**src/rtl/retro_catc_pkg.sv**
```systemverilog
// retro_catc_pkg
// Shared definitions for the CATC audio path: the output-buffer state
// encoding and the default clock / sample-rate constants used as parameter
// defaults by catc_audio_buffer and other CATC consumers.
package retro_catc_pkg;

  localparam int unsigned DefaultCoreClock  = 200000000;
  localparam int unsigned DefaultSampleRate = 44100;

  typedef enum logic {
    PRIME = 1'b0,
    RUN   = 1'b1
  } state_e;

endpackage

```
**src/rtl/catc_rate_divider.sv**
```systemverilog
// catc_rate_divider
// Generates a one-cycle Tick every Div enabled clock cycles.
// Ports:
//   Clk   - core clock
//   Reset - synchronous active-high reset, clears the counter
//   ClkEn - count enable; the counter holds when low
//   Tick  - high on the enabled cycle where the counter sits at Div-1
module catc_rate_divider #(
  parameter int unsigned Div = 10
) (
  input  logic Clk,
  input  logic Reset,
  input  logic ClkEn,
  output logic Tick
);

  localparam int unsigned CntW = (Div > 1) ? $clog2(Div) : 1;
  localparam logic [CntW-1:0] LastCount = CntW'(Div - 1);

  logic [CntW-1:0] count_q, count_d;

  // Tick is combinational so the consumer acts on the same cycle the
  // counter reaches its last value, then the counter wraps to zero.
  assign Tick = ClkEn && (count_q == LastCount);

  always_comb begin
    count_d = count_q;
    if (ClkEn) begin
      count_d = (count_q == LastCount) ? '0 : count_q + 1'b1;
    end
  end

  always_ff @(posedge Clk) begin
    if (Reset) begin
      count_q <= '0;
    end else begin
      count_q <= count_d;
    end
  end

endmodule

```
**src/rtl/catc_audio_buffer.sv**
```systemverilog
// catc_audio_buffer
// Smooths bursty samples from the core into a steady-rate output stream.
// Samples are queued in a small FIFO; a rate divider pops one per output
// tick. After reset or an underflow the buffer primes until half full.
// Ports:
//   Clk, Reset    - core clock, synchronous active-high reset
//   ClkEn         - global enable; all state holds when low
//   SampleValid/SampleIn - incoming sample (jittered timing)
//   SampleOut     - registered steady-rate sample
//   SampleStrobe  - pulses when SampleOut updates (every tick)
//   Level         - current FIFO occupancy
//   Underflow     - pulses on a RUN tick with the FIFO empty
//   Overflow      - pulses when an incoming sample is dropped
module catc_audio_buffer
  import retro_catc_pkg::*;
#(
  parameter int unsigned CoreClock  = DefaultCoreClock,
  parameter int unsigned SampleRate = DefaultSampleRate,
  parameter int unsigned Depth      = 16,
  parameter int unsigned Width      = 16
) (
  input  logic                     Clk,
  input  logic                     Reset,
  input  logic                     ClkEn,
  input  logic                     SampleValid,
  input  logic [Width-1:0]         SampleIn,
  output logic [Width-1:0]         SampleOut,
  output logic                     SampleStrobe,
  output logic [$clog2(Depth):0]   Level,
  output logic                     Underflow,
  output logic                     Overflow
);

  localparam int unsigned Div = CoreClock / SampleRate;
  localparam int unsigned AW  = $clog2(Depth);
  localparam int unsigned LW  = AW + 1;
  localparam logic [LW-1:0] DepthLevel = LW'(Depth);
  localparam logic [LW-1:0] HalfLevel  = LW'(Depth / 2);

  logic             tick;
  logic             readEn, writeEn;
  state_e           state_q, state_d;
  logic [AW-1:0]    rdPtr_q, rdPtr_d, wrPtr_q, wrPtr_d;
  logic [LW-1:0]    level_q, level_d;
  logic [Width-1:0] sampleOut_q, sampleOut_d;
  logic             strobe_q, strobe_d;
  logic             under_q, under_d;
  logic             over_q, over_d;
  logic [Width-1:0] mem [Depth];

  catc_rate_divider #(
    .Div (Div)
  ) u_divider (
    .Clk   (Clk),
    .Reset (Reset),
    .ClkEn (ClkEn),
    .Tick  (tick)
  );

  // Tick handling and write acceptance. All decisions use the pre-write
  // level, so a sample arriving on a tick can never be popped that same
  // cycle, but a pop frees the slot a write into a full FIFO needs.
  always_comb begin
    state_d     = state_q;
    rdPtr_d     = rdPtr_q;
    wrPtr_d     = wrPtr_q;
    level_d     = level_q;
    sampleOut_d = sampleOut_q;
    strobe_d    = 1'b0;
    under_d     = 1'b0;
    over_d      = 1'b0;
    readEn      = 1'b0;
    writeEn     = 1'b0;

    if (ClkEn) begin
      if (tick) begin
        strobe_d = 1'b1;
        if (state_q == PRIME) begin
          if (level_q >= HalfLevel) begin
            readEn  = 1'b1;
            state_d = RUN;
          end
        end else if (level_q == '0) begin
          under_d = 1'b1;
          state_d = PRIME;
        end else begin
          readEn = 1'b1;
        end
      end

      if (SampleValid) begin
        if ((level_q < DepthLevel) || readEn) begin
          writeEn = 1'b1;
        end else begin
          over_d = 1'b1;
        end
      end
    end

    if (readEn) begin
      sampleOut_d = mem[rdPtr_q];
      rdPtr_d     = rdPtr_q + 1'b1;
    end
    if (writeEn) begin
      wrPtr_d = wrPtr_q + 1'b1;
    end

    case ({writeEn, readEn})
      2'b10:   level_d = level_q + 1'b1;
      2'b01:   level_d = level_q - 1'b1;
      default: level_d = level_q;
    endcase
  end

  always_ff @(posedge Clk) begin
    if (Reset) begin
      state_q     <= PRIME;
      rdPtr_q     <= '0;
      wrPtr_q     <= '0;
      level_q     <= '0;
      sampleOut_q <= '0;
      strobe_q    <= 1'b0;
      under_q     <= 1'b0;
      over_q      <= 1'b0;
    end else begin
      state_q     <= state_d;
      rdPtr_q     <= rdPtr_d;
      wrPtr_q     <= wrPtr_d;
      level_q     <= level_d;
      sampleOut_q <= sampleOut_d;
      strobe_q    <= strobe_d;
      under_q     <= under_d;
      over_q      <= over_d;
    end
  end

  // Storage is not cleared on reset; zeroing the level and pointers is
  // enough to make old contents unreachable.
  always_ff @(posedge Clk) begin
    if (!Reset && writeEn) begin
      mem[wrPtr_q] <= SampleIn;
    end
  end

  assign SampleOut    = sampleOut_q;
  assign SampleStrobe = strobe_q;
  assign Level        = level_q;
  assign Underflow    = under_q;
  assign Overflow     = over_q;

endmodule

```
**config.mk**
```make
export PLATFORM = sky130hd
export DESIGN_NAME = catc_audio_buffer
export DESIGN_NICKNAME = d
export VERILOG_FILES = /design/src/rtl/retro_catc_pkg.sv /design/src/rtl/catc_rate_divider.sv /design/src/rtl/catc_audio_buffer.sv
export SDC_FILE = /design/constraint.sdc
export NUM_CORES = 1
export LEC_CHECK = 0
export CORE_MARGIN = 2
export CORE_UTILIZATION = 36
export CTS_CLUSTER_SIZE = 12
export DETAILED_ROUTE_END_ITERATION = 8
export GPL_TIMING_DRIVEN = 0
export PLACE_DENSITY = 0.5
export SYNTH_ARGS = -nofsm -noshare
export SYNTH_HDL_FRONTEND = slang
export SYNTH_SLANG_ARGS = --single-unit
```
**constraint.sdc**
```tcl
create_clock -name Clk -period 5.45 [get_ports Clk]
set_input_delay 0.8175 -clock Clk [delete_from_list [all_inputs] [get_ports Clk]]
set_output_delay 0.8175 -clock Clk [all_outputs]
set_load 0.02 [all_outputs]
```
# Word-level counts from Yosys, hierarchy flattened
# Memory sizes are Yosys's and may differ from the RTL's. A register that Yosys moved wholly into a read port is not among the register bits.
# Cells that the tools add are included.
classes:
  mux: 16
  reduce_logical: 10
  multipliers: 0
  n_div: 0
  shift: 0
  n_eq_ne: 3
  bitwise_logic: 4
  add_sub_neg: 5
  magnitude_cmp: 2
ops:
  columns: ["operator", "count"]
  rows:
  - ["1-bit two-way mux", 14]
  - ["13-bit by 1-bit adder with 13-bit output (second input constant)", 1]
  - ["13-bit equality test (second input constant)", 1]
  - ["13-bit two-way mux", 1]
  - ["5-bit one-hot mux with 2 select lines", 1]
  - ["4-bit by 1-bit adder with 4-bit output (second input constant)", 2]
  - ["5-bit by 1-bit adder with 5-bit output (second input constant)", 1]
  - ["5-bit by 4-bit >= comparator with 1-bit output (second input constant)", 1]
  - ["5-bit zero test", 1]
  - ["5-bit less-than comparator (second input constant)", 1]
  - ["5-bit by 1-bit subtractor with 5-bit output (second input constant)", 1]
  - ["1-bit NOT", 4]
  - ["4-bit OR reduction", 1]
  - ["3-bit OR reduction", 1]
  - ["2-bit by 1-bit equality test with 1-bit output (second input constant)", 1]
  - ["2-bit equality test (second input constant)", 1]
  - ["1-bit logical AND", 2]
  - ["2-bit AND reduction", 1]
  - ["2-bit nonzero test", 1]
  - ["2-bit OR reduction", 1]
  - ["1-bit zero test", 1]
  - ["1-bit logical OR", 1]
totals:
  latch_bits: 0
  input_bits: 20
  ram_bits: 256
  memories: 1
  ff_bits: 30
  mem_bits_ro: 0
memory_table:
  columns: ["memory", "words", "width", "rd", "rd_ports_with_merged_regs", "wr", "line_no", "rtl"]
  rows:
  - ["mem", 16, 16, 1, 1, 1, "catc_audio_buffer.sv:49", "logic [Width-1:0] mem [Depth];"]

# Depth between registers and ports, before layout
# Gate-level depths: netlist of the first run.
logic_depth:
  word_depth: 12
  depth_mapped: 14
  ltp_nobuf: 13

# Cells and area by module
# From an unflattened synthesis of the first run, not the netlist that was laid out.
unflattened:
  hier_cells: 712
  hier_area_um2: 11852.6
by_module_without_submodules:
  columns: ["mod", "area_each_um2", "instances", "cells_each"]
  rows:
  - ["catc_audio_buffer", 11237.0, 1, 644]
  - ["catc_rate_divider", 615.6, 1, 68]

# Worst setup path after synthesis of the first run
# No wires, ideal clock.
synth_path:
  path_type: "in2reg"
  start: "input ClkEn"
  end: "register level_q[4] (netlist: Level[4])"
  setup_slack_ps: 1920
  cell_stages: 12
  arrival_ps: 3459
  path_buffers: 2
  required_time_ps: 5380
  setup_time_ps: 70
  cell_sequence: "clkbuf_1 -> nand2_1 -> or4_1 -> buf_6 -> a21o_1 -> ha_1 -> fa_1 -> a21o_1 -> a21oi_1 -> xor2_1 -> or3_1 -> a21oi_1"
synth_via:
  elab_chain_cells: 9
  elab_cells_between_ends: 12
  classes_between: "eq/ne (2); mux (7); reduce/logical (3)"
synth_rtl:
  columns: ["item", "line_no", "rtl"]
  rows:
  - ["from (decl)", "catc_audio_buffer.sv:24", "input logic ClkEn,"]
  - ["1-bit logical AND", "catc_rate_divider.sv:24", "assign Tick = ClkEn && (count_q == LastCount);"]
  - ["1-bit two-way mux", "catc_audio_buffer.sv:76", "if (tick) begin"]
  - ["1-bit two-way mux", "catc_audio_buffer.sv:75", "if (ClkEn) begin"]
  - ["1-bit logical OR", "catc_audio_buffer.sv:92", "if ((level_q < DepthLevel) || readEn) begin"]
  - ["1-bit two-way mux", "catc_audio_buffer.sv:92", null]
  - ["1-bit two-way mux", "catc_audio_buffer.sv:91", "if (SampleValid) begin"]
  - ["1-bit two-way mux", "catc_audio_buffer.sv:75", null]
  - ["2-bit by 1-bit equality test with 1-bit output or 2-bit equality test (tied branches)", "catc_audio_buffer.sv:108", "case ({writeEn, readEn})"]
  - ["5-bit one-hot mux with 2 select lines or 2-bit nonzero test (tied branches)", null, null]
  - ["to (signal assigned)", "catc_audio_buffer.sv:129", "level_q <= level_d;"]
  - ["to (decl)", "catc_audio_buffer.sv:44", "logic [LW-1:0] level_q, level_d;"]
# Parallel ways exist; a longest one is shown, timed or not. The select of a mux whose other input is x is not followed.
# A chain may end at the register's enable or synchronous reset.

# Worst setup path after layout of the first run
layout_path:
  start: "register u_divider.count_q[0]"
  end: "register level_q[4] (netlist: Level[4])"
layout_via:
  elab_chain_cells: 10
  elab_cells_between_ends: 13
  classes_between: "eq/ne (3); mux (7); reduce/logical (3)"
layout_rtl:
  columns: ["item", "line_no", "rtl"]
  rows:
  - ["from (decl)", "catc_rate_divider.sv:20", "logic [CntW-1:0] count_q, count_d;"]
  - ["from (signal assigned)", "catc_rate_divider.sv:37", "count_q <= count_d;"]
  - ["13-bit equality test (*)", "catc_rate_divider.sv:24", null]
  - ["1-bit logical AND (*)", "catc_rate_divider.sv:24", null]
  - ["1-bit two-way mux (*)", "catc_audio_buffer.sv:76", null]
  - ["1-bit two-way mux (*)", "catc_audio_buffer.sv:75", null]
  - ["1-bit logical OR", "catc_audio_buffer.sv:92", null]
  - ["1-bit two-way mux", "catc_audio_buffer.sv:92", null]
  - ["1-bit two-way mux", "catc_audio_buffer.sv:91", null]
  - ["1-bit two-way mux", "catc_audio_buffer.sv:75", null]
  - ["2-bit by 1-bit equality test with 1-bit output or 2-bit equality test (tied branches)", "catc_audio_buffer.sv:108", null]
  - ["5-bit one-hot mux with 2 select lines or 2-bit nonzero test (tied branches)", null, null]
# Every way passes the cells marked *; elsewhere a longest branch is shown, timed or not. The select of a mux whose other input is x is not followed.

==> results of run 1 <==
## cells by family after synthesis
group	after synthesis	synth area share
DFF	302	0.743
adders and majority gates	12	0.0136
and+or+nand+nor	102	0.0436
xor gates and xnor gates	21	0.0159
buffers and inverters	37	0.0145
AOI/OAI and AO/OA	62	0.0415
muxes	68	0.128
## through the flow
| step | instances | setup slack, ns | instance area (um2) | utilization | hold WS [ns] |
|---|---|---|---|---|---|
| 6_report | 1105 | 2.02 | 13400 | 0.424 | 0.474 |
| 2_1_floorplan | 604 | 1.92 | 11600 | - | 0.426 |
| 4_1_cts | 1105 | 2.00 | 13400 | 0.424 | 0.472 |
| 5_1_grt | 1105 | 1.83 | 13400 | 0.424 | 0.505 |
| 3_5_place_dp | 1048 | 1.58 | 12500 | 0.395 | 0.453 |
| 3_3_place_gp | 1048 | 1.67 | 12500 | 0.395 | 0.454 |
## tightest hold or removal path: cells and delay by family (launching register included)
| kind | cells | cell delay (ns) |
|---|---|---|
| DFF | 1 | 0.32 |
| and+or+nand+nor | 2 | 0.10 |
## layout make-up
class / count / area, um2 / area share
sequential: 302 / 8610 / 0.641
multi-input combinational: 265 / 2810 / 0.209
clock inverter: 7 / 26.3 / 0.00196
clock buffer: 50 / 887 / 0.0661
buffer: 29 / 133 / 0.00988
inverter: 8 / 35.0 / 0.00261
tap: 402 / 503 / 0.0375
timing repair buffer: 42 / 420 / 0.0313
## placed cells by master, fill, tap and decap left out, types with 13 or more instances in the layout
cell type and count:
xnor2_1 13, clkdlybuf4s50_1 42, nor2_1 31, and3_1 16
clkbuf_16 31, a22oi_1 32, clkbuf_1 30, a22o_1 16
nand2_1 26, edfxtp_1 256, mux4_2 64, dfxtp_1 46
## power by group
group,leakage (nW),internal (W),switching [W]
logic,1.14,0.0000287,0.0000562
clock network,0.439,0.00110,0.000821
registers,2.67,0.00251,0.00000611
## per-layer routing
layer  part of all wire  global-route usage  up-vias
met4              0.022              0.0413        0
li1                   -                   -     2585
met5                  0                   0        -
met2               0.48               0.262      115
met3              0.041              0.0266       39
met1               0.46               0.221     3095
## path summary, 6_finish.rpt
| kind | end | cells past startpoint | slack (ns) |
|---|---|---|---|
| max | Level[4]$_SDFFE_PP0P_ | 13 | 2.02 |
| min | Underflow$_SDFF_PP0_ | 2 | 0.47 |
| max reg2reg | Level[4]$_SDFFE_PP0P_ | 13 | 2.02 |
| min reg2reg | Underflow$_SDFF_PP0_ | 2 | 0.47 |
## state kept, by name (all words and copies together), names as in the netlist, 4 cells and up
name	flops
mem	256
SampleOut	16
u_divider.count_q	13
Level	5
rdPtr_q	4
wrPtr_q	4
==> impl_metrics.csv, run 1 <==
group,metric,value,unit
clock_tree,numClockSinks,302,
power,p_leak,4.25,nW
clock_tree,cts_root_buf,"clkbuf_16",
setup_path,crit_buf_inv,2,
timing,finalCritPeriodShare,0.629,
die,die_y,183,um
setup_path,crit_chain,"inv_1, ha_1, nand4bb_1, or4_1, buf_6, a21o_1, ha_1, fa_1, a21o_1, a21oi_1, xor2_1, or3_1, a21oi_1",
setup_path,crit_fanout,10,
place,gp_congestion,0.738,
global_routing,grt_pass1_wl,39.4,mm
setup_path,startpoint_type,"flop",
finish,antennaDiodeCount,0,
run,drv_cap,0,
setup_path,cpMaxStageDelayCell,"or4_1",
die,fp-row-count,65,
setup_path,critical_path.top_delay_family,"simple AND/OR/NAND/NOR gates",
timing,fin_skew,0.0194,ns
global_routing,grt_start_max_net_pins,17,
clock_tree,clkTransAtPathRegs,0.06,ns
logic_synthesis,ys_dominant_reg_cell,"edfxtp_1",
clock_tree,cts_tree,"done",
logic_synthesis,synth_edf_count,256,
timing,worst_pin_slew,1.17,ns
logic_synthesis,synth_cell_types,43,
timing,fin_tns_setup,0,ns
worst_hold_path,hp-start,"state_q$_SDFFE_PP0P_",
finish,syn2layout_area_growth,15.9,%
routing,remaining_drc_errors,0,
logic_synthesis,syn_area_per_cell,19.2,um2
timing,slew_headroom,0.219,
global_routing,antenna_found_initial,0,
finish,drive_gt1_frac,0.158,
timing,rsz0062_at_grt,"false",
timing,hold_viol_final,0,
setup_path,cp_slowest_stage_delay,0.55,ns
routing,ant_nets,0,
global_routing,grt_pass1_vias,6329,
clock_tree,h-tree-depth,1,
clock_tree,clock_insertion_delay_worst_skew,0.55,ns
routing,first_pass_iters,5,
clock_tree,cts.path.max_buffers,3,
timing,slew_violations,0,
logic_synthesis,synth_top_area_share,0.663,
clock_tree,ctsResizeCount,0,
logic_synthesis,yosysTopAreaCell,"edfxtp_1",
setup_path,worstPathRequired,5.93,ns
finish,fill_cells,2740,
logic_synthesis,synth_warnings,0,
clock_tree,numCtsBuffers,31,
logic_synthesis,syn_inst,604,
setup_path,r2r_start,"u_divider.count_q[0]$_SDFFE_PP0P_",
die,core-area,31600,um2
power,power,0.00452,W
setup_path,crit_arrival,3.91,ns
die,die_area,33600,um2
logic_synthesis,synth-async-reset-ratio,0,
logic_synthesis,synth_nets,636,
place,io_buffers,42,
global_routing,grt_usage,0.159,
place,dpl.hpwl,15.9,mm
finish,fin_nets,711,
timing,period_minus_slack,3.43,ns
die,initial_core_util,0.366,
logic_synthesis,ys_seq_area_frac,0.743,
routing,vias,5834,
logic_synthesis,synth_common_cells,"edfxtp_1 (256), mux4_2 (64), dfxtp_1 (46)",
logic_synthesis,synth_area_leaders,"edfxtp_1 (66%), mux4_2 (12%), dfxtp_1 (7.9%)",
logic_synthesis,syn_area,11600,um2
die,fp.dieW,183,um
routing,drt_iter0_drc,436,
timing,setup_viol,0,
setup_path,startpoint,"u_divider.count_q[0]$_SDFFE_PP0P_",
setup_path,worst_setup_path_end_kind,"flop",
clock_tree,cts_setup_buffers,0,
routing,avgRoutedWirePerCell,23.6,um
setup_path,criticalPathCategory,"reg -> reg",
routing,via_per_inst,5.28,
timing,fmax,292,MHz
status,status,"finished clean",
die,ioPinCount,44,
logic_synthesis,yosys_register_bits,302,
power,ir_drop,244,uV
global_routing,grt_overflow,0,
power,cellPowerDensity,337,nW/um2
routing,wl,26.1,mm
worst_hold_path,hold_class,"reg -> reg",
logic_synthesis,synth_most_common_cell,"edfxtp_1",
clock_tree,cts_hold_buf,0,
No activity file was read; power rests on OpenSTA's default activity.
==> run 2: changes to the inputs <==
Settings changed: PLACE_DENSITY 0.5 to 0.52.
Clock period 5.45 ns to 2.9 ns, I/O delays scaled along.
==> impl_metrics.csv, run 2 (synthesis gave the netlist of run 1 again) <==
group,metric,value,unit
status,status,"complete, but fails checks",
status,violations,"negative setup slack",
clock_tree,cts_tree,"done",
finish,syn2layout_area_growth,18.3,%
clock_tree,h-tree-depth,2,
global_routing,grt_start_max_net_pins,17,
timing,slew_violations,0,
clock_tree,numClockSinks,302,
finish,largest_reg_flops,256,
worst_hold_path,hold_class,"in -> reg",
routing,ant_nets,0,
finish,drive_gt1_frac,0.222,
timing,setup_viol,1,
finish,final_common_cell,"edfxtp_1",
setup_path,rr_worst_depth,8,
setup_path,crit_chain,"inv_1, ha_1, nand4bb_1, or4_4, a21o_4, buf_4, nor2_1, and3_2",
die,initial_core_util,0.366,
setup_path,worstPathRequired,3.02,ns
global_routing,grt_pass1_wl,37.7,mm
power,ir_drop,384,uV
setup_path,reg2reg_setup_slack,-0.00003,ns
clock_tree,numCtsBuffers,34,
clock_tree,clkTransAtPathRegs,0.05,ns
timing,fin_tns_setup,-0.0000313,ns
finish,largest_register,"mem",
die,die_area,33600,um2
die,ioPinCount,44,
setup_path,cp_slowest_stage_delay,0.59,ns
setup_path,crit_arrival,3.02,ns
global_routing,antenna_found_initial,0,
routing,remaining_drc_errors,0,
routing,via_per_inst,5.21,
finish,seq_area,8610,um2
setup_path,critical_path.top_delay_family,"simple AND/OR/NAND/NOR gates",
setup_path,startpoint_type,"flop",
power,p_leak,4.35,nW
setup_path,cpMaxStageDelayCell,"and3_2",
finish,layout_common_cells,"edfxtp_1 (256), mux4_2 (64), dfxtp_1 (42), clkdlybuf4s50_1 (42), clkbuf_16 (35)",
die,core-area,31600,um2
die,fp-row-count,65,
routing,vias,5833,
timing,hold_ws,0.220,ns
timing,fmax,345,MHz
die,fp.dieW,183,um
power,cellPowerDensity,647,nW/um2
timing,setup_ws,-0.0000313,ns
routing,drt_iter0_drc,575,
setup_path,crit_fanout,16,
setup_path,r2r-end,"mem[9][8]$_DFFE_PP_",
setup_path,criticalPathCategory,"reg -> reg",
routing,avgRoutedWirePerCell,22.6,um
worst_hold_path,hp-start,"ClkEn",
timing,hold_viol_final,0,
clock_tree,cts.path.max_buffers,3,
die,die_y,183,um
timing,fin_skew,0.0152,ns
timing,rsz0062_at_grt,"true",
timing,period_minus_slack,2.90,ns
timing,worst_pin_slew,1.04,ns
finish,multiInputGateArea,2890,um2
global_routing,grt_usage,0.153,
setup_path,worst_setup_path_end_kind,"flop",
routing,wl,25.3,mm
finish,antennaDiodeCount,0,
run,drv_cap,0,
routing,first_pass_iters,5,
global_routing,grt_overflow,0,
clock_tree,cts_root_buf,"clkbuf_16",
timing,slew_headroom,0.305,
place,gp_congestion,0.758,
place,dpl.hpwl,15.7,mm
clock_tree,clock_insertion_delay_worst_skew,0.50,ns
power,power,0.00886,W
place,io_buffers,42,
clock_tree,cts_hold_buf,0,
setup_path,crit_buf_inv,2,
worst_hold_path,hold_path_end,"u_divider.count_q[1]$_SDFFE_PP0P_",
finish,fin_nets,724,
global_routing,grt_pass1_vias,6138,
worst_hold_path,whs_path_depth,2,
place,pre_cts_ws,-0.377,ns
setup_path,r2r_start,"u_divider.count_q[0]$_SDFFE_PP0P_",
timing,finalCritPeriodShare,1.00,
finish,fill_cells,2683,
run 2: cell count changes in the layout (fill, tap and decap cells not counted), sizes merged:
cell    before  now
clkinv       8    3
clkbuf      65   72
buf         14   24
inv          7    9
run 2: what timing repair did:
action | in CTS | in global routing
setup endpoints to repair | 267 | 74
resized for setup | 25 | 3
pin swaps | 7 | 4
setup buffers | 6 | 5
run 2: where the power goes:
group	switching (W)	leakage [nW]	internal, W	total, W
Clock	0.00159	0.502	0.00237	0.00396
Combinational	0.000112	1.18	0.0000579	0.000170
Sequential	0.0000118	2.68	0.00472	0.00474
Total	0.00171	4.35	0.00715	0.00886
run 2: stage by stage:
| stage | util | area [um2] | cells |
|---|---|---|---|
| 2_1_floorplan | - | 11600 | 604 |
| 3_3_place_gp | 0.397 | 12600 | 1048 |
| 3_5_place_dp | 0.397 | 12600 | 1048 |
| 4_1_cts | 0.432 | 13700 | 1114 |
| 5_1_grt | 0.433 | 13700 | 1119 |
| 6_report | 0.433 | 13700 | 1119 |
run 2: how the worst max path moves through the flow:
stage                                                 start               endpoint  slack, ns  cells after the start
after floorplan           u_divider.count_q[9]$_SDFFE_PP0P_  Level[4]$_SDFFE_PP0P_      0.008                     11
after global placement    u_divider.count_q[9]$_SDFFE_PP0P_    mem[0][1]$_DFFE_PP_      -0.30                      6
after detailed placement  u_divider.count_q[0]$_SDFFE_PP0P_    mem[1][1]$_DFFE_PP_      -0.38                      8
after CTS                 u_divider.count_q[9]$_SDFFE_PP0P_  Level[4]$_SDFFE_PP0P_      -0.07                     10
after global routing      u_divider.count_q[0]$_SDFFE_PP0P_  Level[4]$_SDFFE_PP0P_      -0.13                     13
final                     u_divider.count_q[0]$_SDFFE_PP0P_    mem[9][8]$_DFFE_PP_   -0.00003                      8
run 2: layer usage:
layer / global-route usage / routed length [um] / vias to the layer above
met5: 0 / 0 / -
met4: 0.0394 / 393 / 0
met3: 0.0268 / 1440 / 29
met2: 0.253 / 12300 / 147
met1: 0.210 / 11200 / 3031
li1: - / - / 2626
run 2: layout make-up:
type | instances | share of cell area
plain buffers | 28 | 0.00922
clock buffers | 57 | 0.0736
clock inverters | 4 | 0.00192
inverters | 8 | 0.00256
multi-input cells | 265 | 0.211
flip-flops and latches | 302 | 0.628
well taps | 402 | 0.0367
repair buffers | 53 | 0.0367
run 2: worst register-to-register path, stage by stage, from the launching register on:
cell and delay, ns:
dfxtp_2 0.34, inv_1 0.06, ha_1 0.14, nand4bb_1 0.10, or4_4 0.58, a21o_4 0.24
buf_4 0.14, nor2_1 0.32, and3_2 0.59
